## src/rtl/hazard_stall_scoreboard.sv

```systemverilog
// Producer-side hazard scoreboard: tracks destination/Tnew per stage, stalls D when
// forwarding cannot cover a dependency, and owns the mult/div busy countdown.
module hazard_stall_scoreboard #(
  parameter int MULT_CYCLES = 5,
  parameter int DIV_CYCLES  = 10,
  parameter int CNT_W       = 4
) (
  input  logic        clk,
  input  logic        reset,
  input  logic [31:0] instrD,
  output logic        stall,
  output logic        en_pc,
  output logic        en_D,
  output logic        flush_E,
  output logic        md_busy,
  output logic [1:0]  tnew_E,
  output logic [1:0]  tnew_M
);

  localparam logic [5:0] OP_SPECIAL = 6'h00;

  logic [5:0] op, funct;
  logic [4:0] rs, rt, rd;
  logic       special;
  logic       b_type, cal_r, cal_i, load, store, jr, jal, md, hilo, is_div, mf_hilo;
  logic       use_rs, use_rt;
  logic [1:0] tuse_rs, tuse_rt;
  logic [4:0] dest_D;
  logic [1:0] tnew_D;

  logic [4:0] dest_E, dest_M;
  logic [1:0] tnew_E_q, tnew_M_q;
  logic [1:0] is_md_E, is_md_M;
  logic [CNT_W-1:0] cnt;
  logic       data_haz;

  assign op      = instrD[31:26];
  assign rs      = instrD[25:21];
  assign rt      = instrD[20:16];
  assign rd      = instrD[15:11];
  assign funct   = instrD[5:0];
  assign special = (op == OP_SPECIAL);

  assign b_type  = (op == 6'h04) || (op == 6'h05);
  assign cal_r   = special && (funct[5:4] == 2'b10);
  assign cal_i   = (op[5:3] == 3'b001);
  assign load    = (op[5:3] == 3'b100);
  assign store   = (op[5:3] == 3'b101);
  assign jr      = special && (funct == 6'h08);
  assign jal     = (op == 6'h03);
  assign md      = special && (funct[5:2] == 4'b0110);
  assign is_div  = md && funct[1];
  assign hilo    = special && (funct[5:2] == 4'b0100);
  // mfhi (0x10) and mflo (0x12) write rd; mthi/mtlo do not
  assign mf_hilo = hilo && !funct[0];

  always_comb begin
    use_rs  = 1'b0;
    tuse_rs = 2'd0;
    use_rt  = 1'b0;
    tuse_rt = 2'd0;
    if (b_type || jr) begin
      use_rs = 1'b1; tuse_rs = 2'd0;
    end else if (cal_r || cal_i || load || store) begin
      use_rs = 1'b1; tuse_rs = 2'd1;
    end
    if (b_type) begin
      use_rt = 1'b1; tuse_rt = 2'd0;
    end else if (cal_r) begin
      use_rt = 1'b1; tuse_rt = 2'd1;
    end else if (store) begin
      use_rt = 1'b1; tuse_rt = 2'd2;
    end
  end

  always_comb begin
    dest_D = 5'd0;
    tnew_D = 2'd0;
    if (cal_r || mf_hilo) begin
      dest_D = rd; tnew_D = 2'd1;
    end else if (cal_i) begin
      dest_D = rt; tnew_D = 2'd1;
    end else if (load) begin
      dest_D = rt; tnew_D = 2'd2;
    end else if (jal) begin
      dest_D = 5'd31; tnew_D = 2'd0;
    end
  end

  function automatic logic haz(input logic [4:0] dst, input logic [1:0] tnew,
                               input logic [4:0] src, input logic used,
                               input logic [1:0] tuse);
    return (dst != 5'd0) && (dst == src) && used && (tuse < tnew);
  endfunction

  assign data_haz = haz(dest_E, tnew_E_q, rs, use_rs, tuse_rs)
                  | haz(dest_M, tnew_M_q, rs, use_rs, tuse_rs)
                  | haz(dest_E, tnew_E_q, rt, use_rt, tuse_rt)
                  | haz(dest_M, tnew_M_q, rt, use_rt, tuse_rt);

  assign md_busy = (cnt != '0) || is_md_E[1];
  assign stall   = data_haz || ((md || hilo) && md_busy);
  assign en_pc   = !stall;
  assign en_D    = !stall;
  assign flush_E = stall;
  assign tnew_E  = tnew_E_q;
  assign tnew_M  = tnew_M_q;

  always_ff @(posedge clk or posedge reset) begin
    if (reset) begin
      dest_E   <= '0;
      tnew_E_q <= '0;
      is_md_E  <= '0;
      dest_M   <= '0;
      tnew_M_q <= '0;
      is_md_M  <= '0;
    end else begin
      if (stall) begin
        dest_E   <= '0;
        tnew_E_q <= '0;
        is_md_E  <= '0;
      end else begin
        dest_E   <= dest_D;
        tnew_E_q <= tnew_D;
        is_md_E  <= {md, is_div};
      end
      dest_M   <= dest_E;
      tnew_M_q <= (tnew_E_q == 2'd0) ? 2'd0 : tnew_E_q - 2'd1;
      is_md_M  <= is_md_E;
    end
  end

  // D holds md ops while cnt != 0, so a load and a decrement never collide
  always_ff @(posedge clk or posedge reset) begin
    if (reset)
      cnt <= '0;
    else if (is_md_E[1])
      cnt <= is_md_E[0] ? CNT_W'(DIV_CYCLES) : CNT_W'(MULT_CYCLES);
    else if (cnt != '0)
      cnt <= cnt - 1'b1;
  end

endmodule

```

## config.mk

```make
export PLATFORM = sky130hd
export DESIGN_NAME = hazard_stall_scoreboard
export DESIGN_NICKNAME = d
export VERILOG_FILES = /design/src/rtl/hazard_stall_scoreboard.sv
export SDC_FILE = /design/constraint.sdc
export NUM_CORES = 1
export LEC_CHECK = 0
export BUFFER_PORTS_ARGS = -buffer_cell sky130_fd_sc_hd__buf_2
export CAP_MARGIN = 20
export CORE_MARGIN = 5
export CORE_UTILIZATION = 52
export CTS_BUF_LIST = sky130_fd_sc_hd__clkbuf_4
export DETAILED_ROUTE_END_ITERATION = 8
export PLACE_DENSITY = 0.81
export SYNTH_ARGS = -nofsm -noshare
export SYNTH_HDL_FRONTEND = slang
export SYNTH_SLANG_ARGS = --single-unit
```

## constraint.sdc

```tcl
create_clock -name clk -period 2.6 [get_ports clk]
set_input_delay 0.13 -clock clk [delete_from_list [all_inputs] [get_ports clk]]
set_output_delay 0.13 -clock clk [all_outputs]
set_load 0.005 [all_outputs]
```

# Word level (Yosys, flattened, before mapping)
# Index checks and enable logic that the tools add are counted.
# classes
n_eq_ne,14
n_div,0
order_cmp,4
n_reduce_logical,36
n_mul,0
addsub,2
n_shift,0
bitwise,3
n_mux,24
# op_table
op,n
2-to-1 mux 5 bit,5
equality test 5 bit,4
logical AND 1 bit,19
2-to-1 mux 2 bit,9
equality test 6 x 3 -> 1 bit (second input constant),2
2-to-1 mux 4 bit,3
nonzero test 5 bit,2
logical OR 1 bit,9
equality test 4 x 3 -> 1 bit (second input constant),2
less-than comparator 2 bit,4
2-to-1 mux 1 bit,7
equality test 3 bit (second input constant),2
equality test 6 x 2 -> 1 bit (second input constant),1
equality test 6 x 4 -> 1 bit (second input constant),1
logical NOT 6 bit,1
nonzero test 4 bit,1
subtractor 4 x 1 -> 4 bit (second input constant),1
equality test 3 x 1 -> 1 bit (second input constant),1
bitwise OR 1 bit,3
equality test 2 bit (second input constant),1
logical NOT 1 bit,2
logical NOT 2 bit,1
nonzero test 2 bit,1
subtractor 2 x 1 -> 2 bit (second input constant),1
# word_totals
inputBits,34
latch_bits,0
reg_bits,20
ram_bits,0
mem_bits_ro,0
memories,0
elab_cells,89
output_inout_bits,9

# Depth between registers and ports, before layout
# Gate-level depths: netlist of run 1.
# logic_depth
word_depth,14
depth_mapped,9
ltp_nobuf,6

# Worst setup path before layout of run 1
# Ideal clock, no wire load.
# synth_path
path_type,input to output
start,input instrD[29]
end,output stall
t_arrival_ps,1998
cell_stages,8
path_slack_ps,472
required_ps,2470
n_path_buf,3
cell_sequence,buf_6 or4_4 or3_4 or3_4 nor2b_2 buf_6 or3_1 buf_4
# synth_via
elab_chain_cells,13
word_cells_on_any_way,43
classes_between,4 x order compare; 5 x eq/ne; 10 x mux; 3 x bitwise; 21 x reduce/logical
# synth_rtl
item,line_no,rtl
from (decl),10,"input logic [31:0] instrD,"
logical NOT 6 bit,42,assign special = (op == OP_SPECIAL);
logical AND 1 bit,45,assign cal_r = special && (funct[5:4] == 2'b10);
logical OR 1 bit (3 in a row),64,end else if (cal_r || cal_i || load || store) begin
2-to-1 mux 1 bit,64,
2-to-1 mux 1 bit,62,if (b_type || jr) begin
less-than comparator 2 bit or logical AND 1 bit (tied branches),93,return (dst != 5'd0) && (dst == src) && used && (tuse < tnew);
logical AND 1 bit,93,
bitwise OR 1 bit,97,"| haz(dest_M, tnew_M_q, rs, use_rs, tuse_rs)"
bitwise OR 1 bit,98,"| haz(dest_E, tnew_E_q, rt, use_rt, tuse_rt)"
bitwise OR 1 bit,99,"| haz(dest_M, tnew_M_q, rt, use_rt, tuse_rt);"
logical OR 1 bit (*),102,assign stall = data_haz || ((md || hilo) && md_busy);
to (decl),11,"output logic stall,"
# Every way passes the cells marked *; elsewhere a longest branch is shown, timed or not.

# Worst setup path after layout of run 1
# layout_path
start,register dest_E[1]
end,output flush_E
# layout_via
elab_chain_cells,8
word_cells_on_any_way,13
classes_between,2 x eq/ne; 3 x bitwise; 8 x reduce/logical
# layout_rtl
item,line_no,rtl
from (decl),31,"logic [4:0] dest_E, dest_M;"
from (signal assigned),123,dest_E <= dest_D;
equality test 5 bit or nonzero test 5 bit (tied branches),93,
logical AND 1 bit (3 in a row),93,
bitwise OR 1 bit,97,
bitwise OR 1 bit (*),98,
bitwise OR 1 bit (*),99,
logical OR 1 bit (*),102,
to (decl),14,"output logic flush_E,"
# Marked as above.

==> results.tsv, run 1 <==
stage	metric	value	unit
sta	Max Fclk	0.408	GHz
sta	Layout Skew	0.00206	ns
synth	Ys Warns	0	
sta	Tmin final	2.45	ns
setup_path	WS Path Type	reg -> out	
synth	post-synthesis sequential area ratio	37.1	%
sta	TNS Setup	0	ns
cells_and_area	Layout area overhead	16.3	%
global_routing	GRT met3 Usage	2.55	%
worst_hold_path	worst hold endpoint	is_md_E[0]	
detailed_routing	vias per cell	5.77	
setup_path	worst-path cell chain	or4_1, nor2_1, a2111oi_0, o21a_2, or3_1, buf_2	
placed_design	hpwl dp	2520	um
synth	synthesized cell area	1350	sq um
pwr	total design power	0.832	mW
sta	setup repair after global routing missed its margin	no	
pwr	Combinational Power Share	34.3	%
pwr	leakage	0.684	nW
cts	Setup Buffers After CTS	0	
cells_and_area	ant diodes	0	
cells_and_area	Layout Cells excl Fill	202	
synth	EDFF count, synth	0	
synth	Synth Flop Type	dfrtp_1	
sta	final hold violation count	0	
cts	H-tree levels	1	
setup_path	worst-path maximum fanout	10	
pwr	internal power	0.563	mW
global_routing	vias in the first global route	1153	
pwr	NetSw	0.269	mW
cts	CTS tree	done	
sta	Least-Margin Pin Slew	0.770	ns
global_routing	largest net degree at the start of global routing	21	
pwr	Worst VDD drop	0.000509	V
global_routing	grt met2 use	33.7	%
cts	number of clock sinks	20	
synth	Avg Synthesized Cell Area	9.91	sq um
synth	syn_nets	174	
die	IO Pins	43	
setup_path	Crit-path slowest cell	or4_1	
detailed_routing	Vias	1165	
sta	Worst slew margin	48.6	%
setup_path	Critical Path Sink Type	output port	
setup_path	Setup crit start	dest_E[1]	
status	outcome	complete, no violations	
global_routing	met1 global-route usage	22.3	%
die	die width	60.9	um
detailed_routing	Initial DRC Count	35	
setup_path	CP Launch Type	flop	
global_routing	grt total ovfl	0	
synth	Synth Instances	136	
cts	Longest Clk Path Bufs	2	
global_routing	first-pass GRT wire length	5030	um
pwr	power per cell area	531	nW/um^2
sta	fin. max-slew vios	0	
global_routing	initial antenna violation count	0	
pwr	Sw Ratio	32.3	%
setup_path	r2r setup slk	0.64	ns
flow_run	max-cap violations	0	
detailed_routing	Post-DRT Antenna Nets	0	
sta	final setup fails	0	
die	Starting Density	54.4	%
cts	clk slew on worst S/H paths	0.12	ns
detailed_routing	drt drc	0	
cts	Clk Latency, worst-skew pair	0.29	ns
global_routing	gr busiest metal	met2	
setup_path	worst r2r src	dest_E[1]	
cts	CTS Buf Count	3	
worst_hold_path	worst hold path depth	3	
sta	final period utilization	94.2	%
detailed_routing	Detailed Routing Iterations Pass 1	4	
detailed_routing	drt wl/cell	15.2	um
synth	async set-or-reset flop fraction in the synthesized netlist	100	%
detailed_routing	wirelength, routed	3080	um
cells_and_area	share of layout cells above drive strength 1	29.1	%
setup_path	cells on worst reg2reg path	6	
setup_path	capture point of the worst reg-to-reg path	dest_E[2]	
placed_design	Inst Count DP	197	
global_routing	Total Routing Usage GR	18.1	%
synth	Synth cell types	39	
placed_design	GPL Wtd Cong	0.789	
setup_path	CP max stage delay	0.54	ns
worst_hold_path	Hold Crit Class	in -> reg	
synth	synthesized flop and latch total	20	
setup_path	CP Data Arrival Time	2.32	ns
worst_hold_path	Worst Min Path Start	instrD[1]	
setup_path	CP required	2.47	ns
pwr	Clk pwr share	18.3	%
cells_and_area	nets	211	
die	area of the core	2480	sq um
pwr	Reg power frac	47.5	%
cts	clock root buffer	clkbuf_4	
placed_design	port buffer count	37	
die	Die ar.	3710	sq um
die	Row Count	18	
die	Die Span Y	60.9	um
critical path, delay by kind of cell, from the launching register on:
kind	cells	cell delay, ns
simple gates	3	1.08
buf+inv	1	0.14
flops	1	0.44
compound gates	2	0.36
state kept, by name, indices dropped and copies added, names as in the netlist:
| name | flops |
|---|---|
| is_md_E | 2 |
| dest_E | 5 |
| tnew_M | 2 |
| cnt | 4 |
| dest_M | 5 |
| tnew_E | 2 |
synthesized netlist by cell type (2+ instances only):
cell,instances,share of area [%]
o211ai_1,3,1.7
nor2_1,7,2.0
a21oi_1,3,1.1
nand2_1,5,1.4
xnor2_1,22,14
or3_4,2,1.7
nand3_1,2,0.74
nand4_1,2,0.93
ha_1,4,3.7
or4_1,3,1.7
dfrtp_1,20,37
nor3_1,3,1.1
o21ai_0,2,0.74
nor4_1,7,3.2
buf_4,2,1.1
nand2b_1,5,2.3
a221oi_1,5,3.2
o21a_1,3,1.7
buf_6,2,1.7
buf_2,4,1.5
nor4b_1,4,2.6
a2111oi_0,4,2.6
or3_1,2,0.93
inv_1,5,1.4
placed cells by master (no fill, tap or decap), types with 3 or more instances in the layout:
cell type,synthesis,routed
a2111oi_0,4,4
nor4_1,7,7
nor4b_1,4,4
nor3_1,3,3
xnor2_1,22,22
buf_2,4,37
a21oi_1,3,3
a221oi_1,5,5
o211ai_1,3,3
nand2_1,5,5
dfrtp_1,20,20
nor2_1,7,6
inv_1,5,5
nand2b_1,5,5
ha_1,4,4
clkbuf_4,0,3
or4_1,3,3
timing repair:
action,in CTS,in global routing
hold endpoints to repair,20,0
hold buffers,1,0
setup endpoints to repair,0,4
gates resized for setup,0,2
stage by stage:
step	util, %	setup WS (ns)	cell area, sq um	hold slack (ns)
after floorplan	-	0.472	1350	0.0938
after global placement	61.7	0.343	1530	0.288
after detailed placement	61.7	0.316	1530	0.298
after CTS	63.1	0.104	1560	0.0670
after global routing	63.3	0.0134	1570	0.0665
final	63.3	0.151	1570	0.0674
per-layer routing:
metal / part of all wire (%) / vias to the layer above / routed length (um)
li1: - / 574 / -
met3: 3.9 / 2 / 120
met4: 0.33 / 0 / 10
met5: 0 / - / 0
met1: 41 / 566 / 1270
met2: 55 / 23 / 1680
power groups by stage:
stage	clock network [mW]	registers [mW]	logic (mW)
finish	0.152	0.395	0.285
global route	0.168	0.399	0.320
CTS	0.153	0.395	0.289
detailed placement	0	0.401	0.286
global placement	0	0.394	0.269
floorplan	0	0.389	0.215
area by class of cell:
class | count | area [sq um]
flip-flops and latches | 20 | 500
repair buffers | 40 | 210
well taps | 30 | 37.5
fillers | 200 | 910
clock inverters | 1 | 3.75
inverters | 5 | 18.8
multi-input cells | 103 | 774
clock buffers | 3 | 22.5
cells by family (layout without fill, tap and decap cells):
family / Yosys count / in the layout / share of synthesized area, %
AOI/OAI and AO/OA: 25 / 25 / 14.0
xor gates and xnor gates: 23 / 23 / 14.9
adders and majority gates: 4 / 4 / 3.71
buffers and inverters: 13 / 49 / 5.66
DFF: 20 / 20 / 37.1
muxes: 2 / 2 / 1.58
and+or+nand+nor: 49 / 49 / 22.9
worst max-delay path by stage:
stage / slack [ns] / to
after floorplan: 0.47 / stall
after global routing: 0.01 / stall
after global placement: 0.34 / stall
after CTS: 0.10 / flush_E
final: 0.15 / flush_E
after detailed placement: 0.32 / flush_E
(Power assumes the default switching activity.)
==> run 2: changes to the inputs <==
MAX_ROUTING_LAYER = met4   (was not set)
==> results.tsv, run 2 (synthesized netlist as in run 1, its figures left out) <==
stage	metric	value	unit	change
sta	final period utilization	94.3	%	was 94.2%
cells_and_area	commonest cells after routing, fill and taps aside	37 x buf_2, 22 x xnor2_1, 20 x dfrtp_1		unchanged
flow_run	max-cap violations	0		unchanged
cts	Setup Buffers After CTS	0		unchanged
global_routing	Total Routing Usage GR	19.1	%	was 18.1%
cts	number of clock sinks	20		unchanged
global_routing	initial antenna violation count	0		unchanged
setup_path	r2r setup slk	0.56	ns	was 0.64 ns
sta	Max Fclk	0.408	GHz	about the same
cells_and_area	Seq. cell area	500	sq um	unchanged
worst_hold_path	worst hold endpoint	tnew_E[1]		was is_md_E[0]
detailed_routing	wirelength, routed	3210	um	was 3080 um
sta	Tmin final	2.45	ns	about the same
sta	final hold violation count	0		unchanged
cells_and_area	nets	211		unchanged
placed_design	hpwl dp	2560	um	was 2520 um
detailed_routing	Vias	1190		was 1165
setup_path	worst-path maximum fanout	10		unchanged
cts	H-tree levels	1		unchanged
setup_path	worst r2r src	dest_E[1]		unchanged
worst_hold_path	Hold Crit Class	in -> reg		unchanged
cts	clk slew on worst S/H paths	0.11	ns	was 0.12 ns
setup_path	CP Launch Type	flop		unchanged
cells_and_area	multi-input logic area	772	sq um	was 774 sq um
placed_design	GPL Wtd Cong	0.795		was 0.789
global_routing	first-pass GRT wire length	5140	um	was 5030 um
die	area of the core	2480	sq um	unchanged
sta	fin. max-slew vios	0		unchanged
cts	CTS Buf Count	3		unchanged
setup_path	capture point of the worst reg-to-reg path	dest_E[2]		unchanged
detailed_routing	Initial DRC Count	43		was 35
die	Row Count	18		unchanged
cts	Longest Clk Path Bufs	2		unchanged
sta	WHS	0.0825	ns	was 0.0674 ns
cells_and_area	ant diodes	0		unchanged
cells_and_area	share of layout cells above drive strength 1	28.7	%	was 29.1%
global_routing	vias in the first global route	1235		was 1153
cts	clock root buffer	clkbuf_4		unchanged
placed_design	area post-placement	1530	sq um	unchanged
die	Die ar.	3710	sq um	unchanged
sta	Worst slew margin	47.9	%	was 48.6%
cts	CTS tree	done		unchanged
pwr	leakage	0.682	nW	was 0.684 nW
detailed_routing	Post-DRT Antenna Nets	0		unchanged
detailed_routing	Detailed Routing Iterations Pass 1	4		unchanged
worst_hold_path	Worst Min Path Start	instrD[30]		was instrD[1]
status	outcome	complete, no violations		unchanged
worst_hold_path	worst hold path depth	2		was 3
placed_design	port buffer count	37		unchanged
setup_path	cells on worst reg2reg path	6		unchanged
cts	Clk Latency, worst-skew pair	0.30	ns	was 0.29 ns
detailed_routing	drt drc	0		unchanged
die	Die Span Y	60.9	um	unchanged
cells_and_area	biggest regs	dest_E: 5 flops, dest_M: 5 flops, cnt: 4 flops		unchanged
sta	final setup fails	0		unchanged
sta	setup repair after global routing missed its margin	no		unchanged
setup_path	CP Data Arrival Time	2.32	ns	about the same
sta	Layout Skew	0.0108	ns	was 0.00206 ns
setup_path	Critical Path Sink Type	output port		unchanged
pwr	power per cell area	526	nW/um^2	was 531 nW/um^2
cells_and_area	Layout area overhead	15.9	%	was 16.3%
die	Starting Density	54.4	%	unchanged
setup_path	WS Path Type	reg -> out		unchanged
pwr	Worst VDD drop	0.000616	V	was 0.000509 V
cells_and_area	fin area	1560	sq um	was 1570 sq um
global_routing	largest net degree at the start of global routing	21		unchanged
cells_and_area	Fillers	211		was 200
global_routing	grt total ovfl	0		unchanged
die	IO Pins	43		unchanged
detailed_routing	vias per cell	5.92		was 5.77
sta	Least-Margin Pin Slew	0.780	ns	was 0.770 ns
die	die width	60.9	um	unchanged
detailed_routing	drt wl/cell	16.0	um	was 15.2 um
cells_and_area	commonest non-fill, non-tap cell in the layout	buf_2		unchanged
setup_path	CP required	2.47	ns	about the same
sta	TNS Setup	0	ns	unchanged
## run 2: cell types whose count changed in the layout (fill, tap and decap cells not counted), sizes merged
cell / change
clkinv: -1
## run 2: cell type report
type	instances	share of cell area, %
clock buffer	3	1.44
sequential	20	32.1
multi-input combinational	103	49.4
inverter	5	1.20
timing repair buffer	40	13.5
tap	30	2.40
## run 2: how the worst max path moves through the flow
stage	start	to	slack, ns	depth (start not counted)
after global placement	instrD[26]	stall	0.35	7
after floorplan	instrD[29]	stall	0.47	8
after global routing	dest_M[0]	flush_E	0.03	6
after CTS	dest_M[0]	flush_E	0.11	6
final	dest_M[0]	flush_E	0.15	6
after detailed placement	instrD[26]	flush_E	0.32	7
## run 2: what timing repair did
action                     CTS  global route
setup endpoints to repair    0             2
hold endpoints to repair    20             0
resized for setup            0             1
hold buffers                 1             0
## run 2: worst max-delay path, stage by stage, from the launching register on
cell and delay (ns):
dfrtp_1 0.43, or4_1 0.53, nor2_1 0.14, a2111oi_0 0.09, o21a_2 0.30, or3_1 0.39
buf_2 0.14
## run 2: routing by layer
metal	vias to the layer above	part of all wire [%]	track usage, %
met5	-	0	-
met4	0	1.7	5.57
met3	6	4.1	2.77
met2	27	53	35.0
met1	580	41	21.3
li1	577	-	-
## run 2: where the power goes
group | internal, mW | switching, mW
sequential | 0.356 | 0.0366
combinational | 0.150 | 0.134
clock | 0.0539 | 0.0895
total | 0.561 | 0.260
## run 2: through the flow
stage / total power, mW / worst slack [ns] / utilization [%] / cells
final: 0.821 / 0.148 / 63.0 / 201
after global routing: 0.875 / 0.0258 / 63.0 / 201
after CTS: 0.826 / 0.110 / 63.0 / 201
after detailed placement: 0.681 / 0.320 / 61.7 / 197
after global placement: 0.664 / 0.347 / 61.7 / 197
after floorplan: 0.604 / 0.472 / - / 136
==> run 3: changes to the inputs <==
CORE_UTILIZATION = 45   (was 52)
CTS_CLUSTER_SIZE = 40   (was not set)
PLACE_DENSITY = 0.72   (was 0.81)
==> results.tsv, run 3 (synthesized netlist as in run 1, its figures left out) <==
stage	metric	value	unit	change
cells_and_area	nets	211		unchanged
sta	final period utilization	94.1	%	was 94.3%
global_routing	initial antenna violation count	0		unchanged
sta	setup repair after global routing missed its margin	no		unchanged
setup_path	CP Launch Type	flop		unchanged
sta	WHS	0.0566	ns	was 0.0825 ns
global_routing	largest net degree at the start of global routing	21		unchanged
global_routing	grt total ovfl	0		unchanged
setup_path	CP Data Arrival Time	2.32	ns	about the same
cts	number of clock sinks	20		unchanged
detailed_routing	Post-DRT Antenna Nets	0		unchanged
setup_path	worst-path maximum fanout	10		unchanged
cells_and_area	commonest non-fill, non-tap cell in the layout	buf_2		unchanged
detailed_routing	drt wl/cell	16.5	um	was 16.0 um
cts	clock root buffer	clkbuf_4		unchanged
global_routing	first-pass GRT wire length	5650	um	was 5140 um
die	IO Pins	43		unchanged
setup_path	Crit-path slowest cell	or4_1		unchanged
detailed_routing	vias per cell	5.91		was 5.92
sta	final hold violation count	0		unchanged
placed_design	GPL Wtd Cong	0.860		was 0.795
global_routing	Total Routing Usage GR	17.8	%	was 19.1%
die	die width	64.7	um	was 60.9 um
status	outcome	complete, no violations		unchanged
cts	CTS tree	done		unchanged
placed_design	hpwl dp	2720	um	was 2560 um
die	Starting Density	48.0	%	was 54.4%
die	Row Count	19		was 18
cts	H-tree levels	1		unchanged
placed_design	port buffer count	37		unchanged
setup_path	worst-path cell chain	or4_1, nor2_1, a2111oi_0, o21a_2, or3_1, buf_2		unchanged
cts	Longest Clk Path Bufs	2		unchanged
pwr	Worst VDD drop	0.000417	V	was 0.000616 V
sta	TNS Setup	0	ns	unchanged
sta	Layout Skew	0.0104	ns	was 0.0108 ns
setup_path	r2r setup slk	0.60	ns	was 0.56 ns
setup_path	crit-path leading delay family	simple AND/OR/NAND/NOR gates		unchanged
cts	clk slew on worst S/H paths	0.12	ns	was 0.11 ns
sta	fin. max-slew vios	0		unchanged
pwr	leakage	0.684	nW	was 0.682 nW
cells_and_area	Fillers	253		was 211
global_routing	vias in the first global route	1225		was 1235
cts	CTS Buf Count	3		unchanged
sta	Max Fclk	0.409	GHz	was 0.408 GHz
cells_and_area	Layout area overhead	16.2	%	was 15.9%
cells_and_area	commonest cells after routing, fill and taps aside	37 x buf_2, 22 x xnor2_1, 20 x dfrtp_1		unchanged
pwr	power per cell area	534	nW/um^2	was 526 nW/um^2
detailed_routing	Detailed Routing Iterations Pass 1	4		unchanged
flow_run	max-cap violations	0		unchanged
detailed_routing	Vias	1199		was 1190
die	Die Span Y	64.7	um	was 60.9 um
worst_hold_path	Hold Crit Class	in -> reg		unchanged
setup_path	CP Buf/Inv Count	1		unchanged
setup_path	Critical Path Sink Type	output port		unchanged
cells_and_area	share of layout cells above drive strength 1	28.5	%	was 28.7%
detailed_routing	drt drc	0		unchanged
setup_path	CP max stage delay	0.54	ns	was 0.53 ns
sta	Tmin final	2.45	ns	about the same
cells_and_area	biggest regs	dest_E: 5 flops, dest_M: 5 flops, cnt: 4 flops		unchanged
sta	Worst slew margin	46.8	%	was 47.9%
sta	final setup fails	0		unchanged
cells_and_area	ant diodes	0		unchanged
die	Die ar.	4190	sq um	was 3710 sq um
cts	Clk Latency, worst-skew pair	0.31	ns	was 0.30 ns
setup_path	WS Path Type	reg -> out		unchanged
detailed_routing	wirelength, routed	3360	um	was 3210 um
setup_path	CP required	2.47	ns	about the same
sta	Least-Margin Pin Slew	0.797	ns	was 0.780 ns
die	area of the core	2810	sq um	was 2480 sq um
detailed_routing	Initial DRC Count	65		was 43
-- run 3: timing repair --
item / 4_1_cts / 5_1_grt
buffers inserted: 0 / 0
setup endpoints to repair: 0 / 4
hold buffers: 1 / 0
resized for setup: 0 / 1
endpoints found under the hold margin: 20 / 0
-- run 3: routing by layer --
metal  vias to the layer above  track usage (%)  wire length, um
met5                         -                -                0
met4                         0             4.49               36
met3                         6             5.35              260
met2                        49             30.9             1770
met1                       567             19.9             1290
li1                        577                -                -
-- run 3: cell type report --
class	instances	area [sq um]	share of cell area, %
Clock buffer	3	22.5	1.44
Clock inverter	1	3.75	0.240
Inverter	5	18.8	1.20
Multi-Input combinational cell	103	772	49.3
Sequential cell	20	500	31.9
Tap cell	31	38.8	2.48
Timing Repair Buffer	40	210	13.4
-- run 3: power breakdown --
part | internal [mW] | switching [mW] | leakage, nW
clock network | 0.0560 | 0.0972 | 0.0154
registers | 0.356 | 0.0367 | 0.264
logic | 0.151 | 0.138 | 0.404
total | 0.564 | 0.272 | 0.684
-- run 3: final timing paths --
path,startpoint,to,cells after the start
hold / removal,instrD[1],is_md_E[0],3
hold reg to reg,dest_E[3],dest_M[3],0
max in group asynchronous,reset,dest_E[0],3
setup reg to reg,dest_E[1],dest_E[1],6
min in group asynchronous,reset,dest_E[4],3
setup / recovery,dest_E[1],stall,6
-- run 3: worst min-delay path, stage by stage --
cell and delay, ns:
buf_2 0.10, nand2_1 0.05, nor4_1 0.04
-- run 3: stage by stage --
step / setup slack, ns / util, % / std cells / total power [mW] / instance area [sq um]
after global placement: 0.360 / 54.5 / 198 / 0.666 / 1530
after CTS: 0.107 / 55.8 / 203 / 0.847 / 1570
final: 0.154 / 55.8 / 203 / 0.836 / 1570
after global routing: 0.00694 / 55.8 / 203 / 0.901 / 1570
after floorplan: 0.472 / - / 136 / 0.604 / 1350
after detailed placement: 0.283 / 54.5 / 198 / 0.689 / 1530
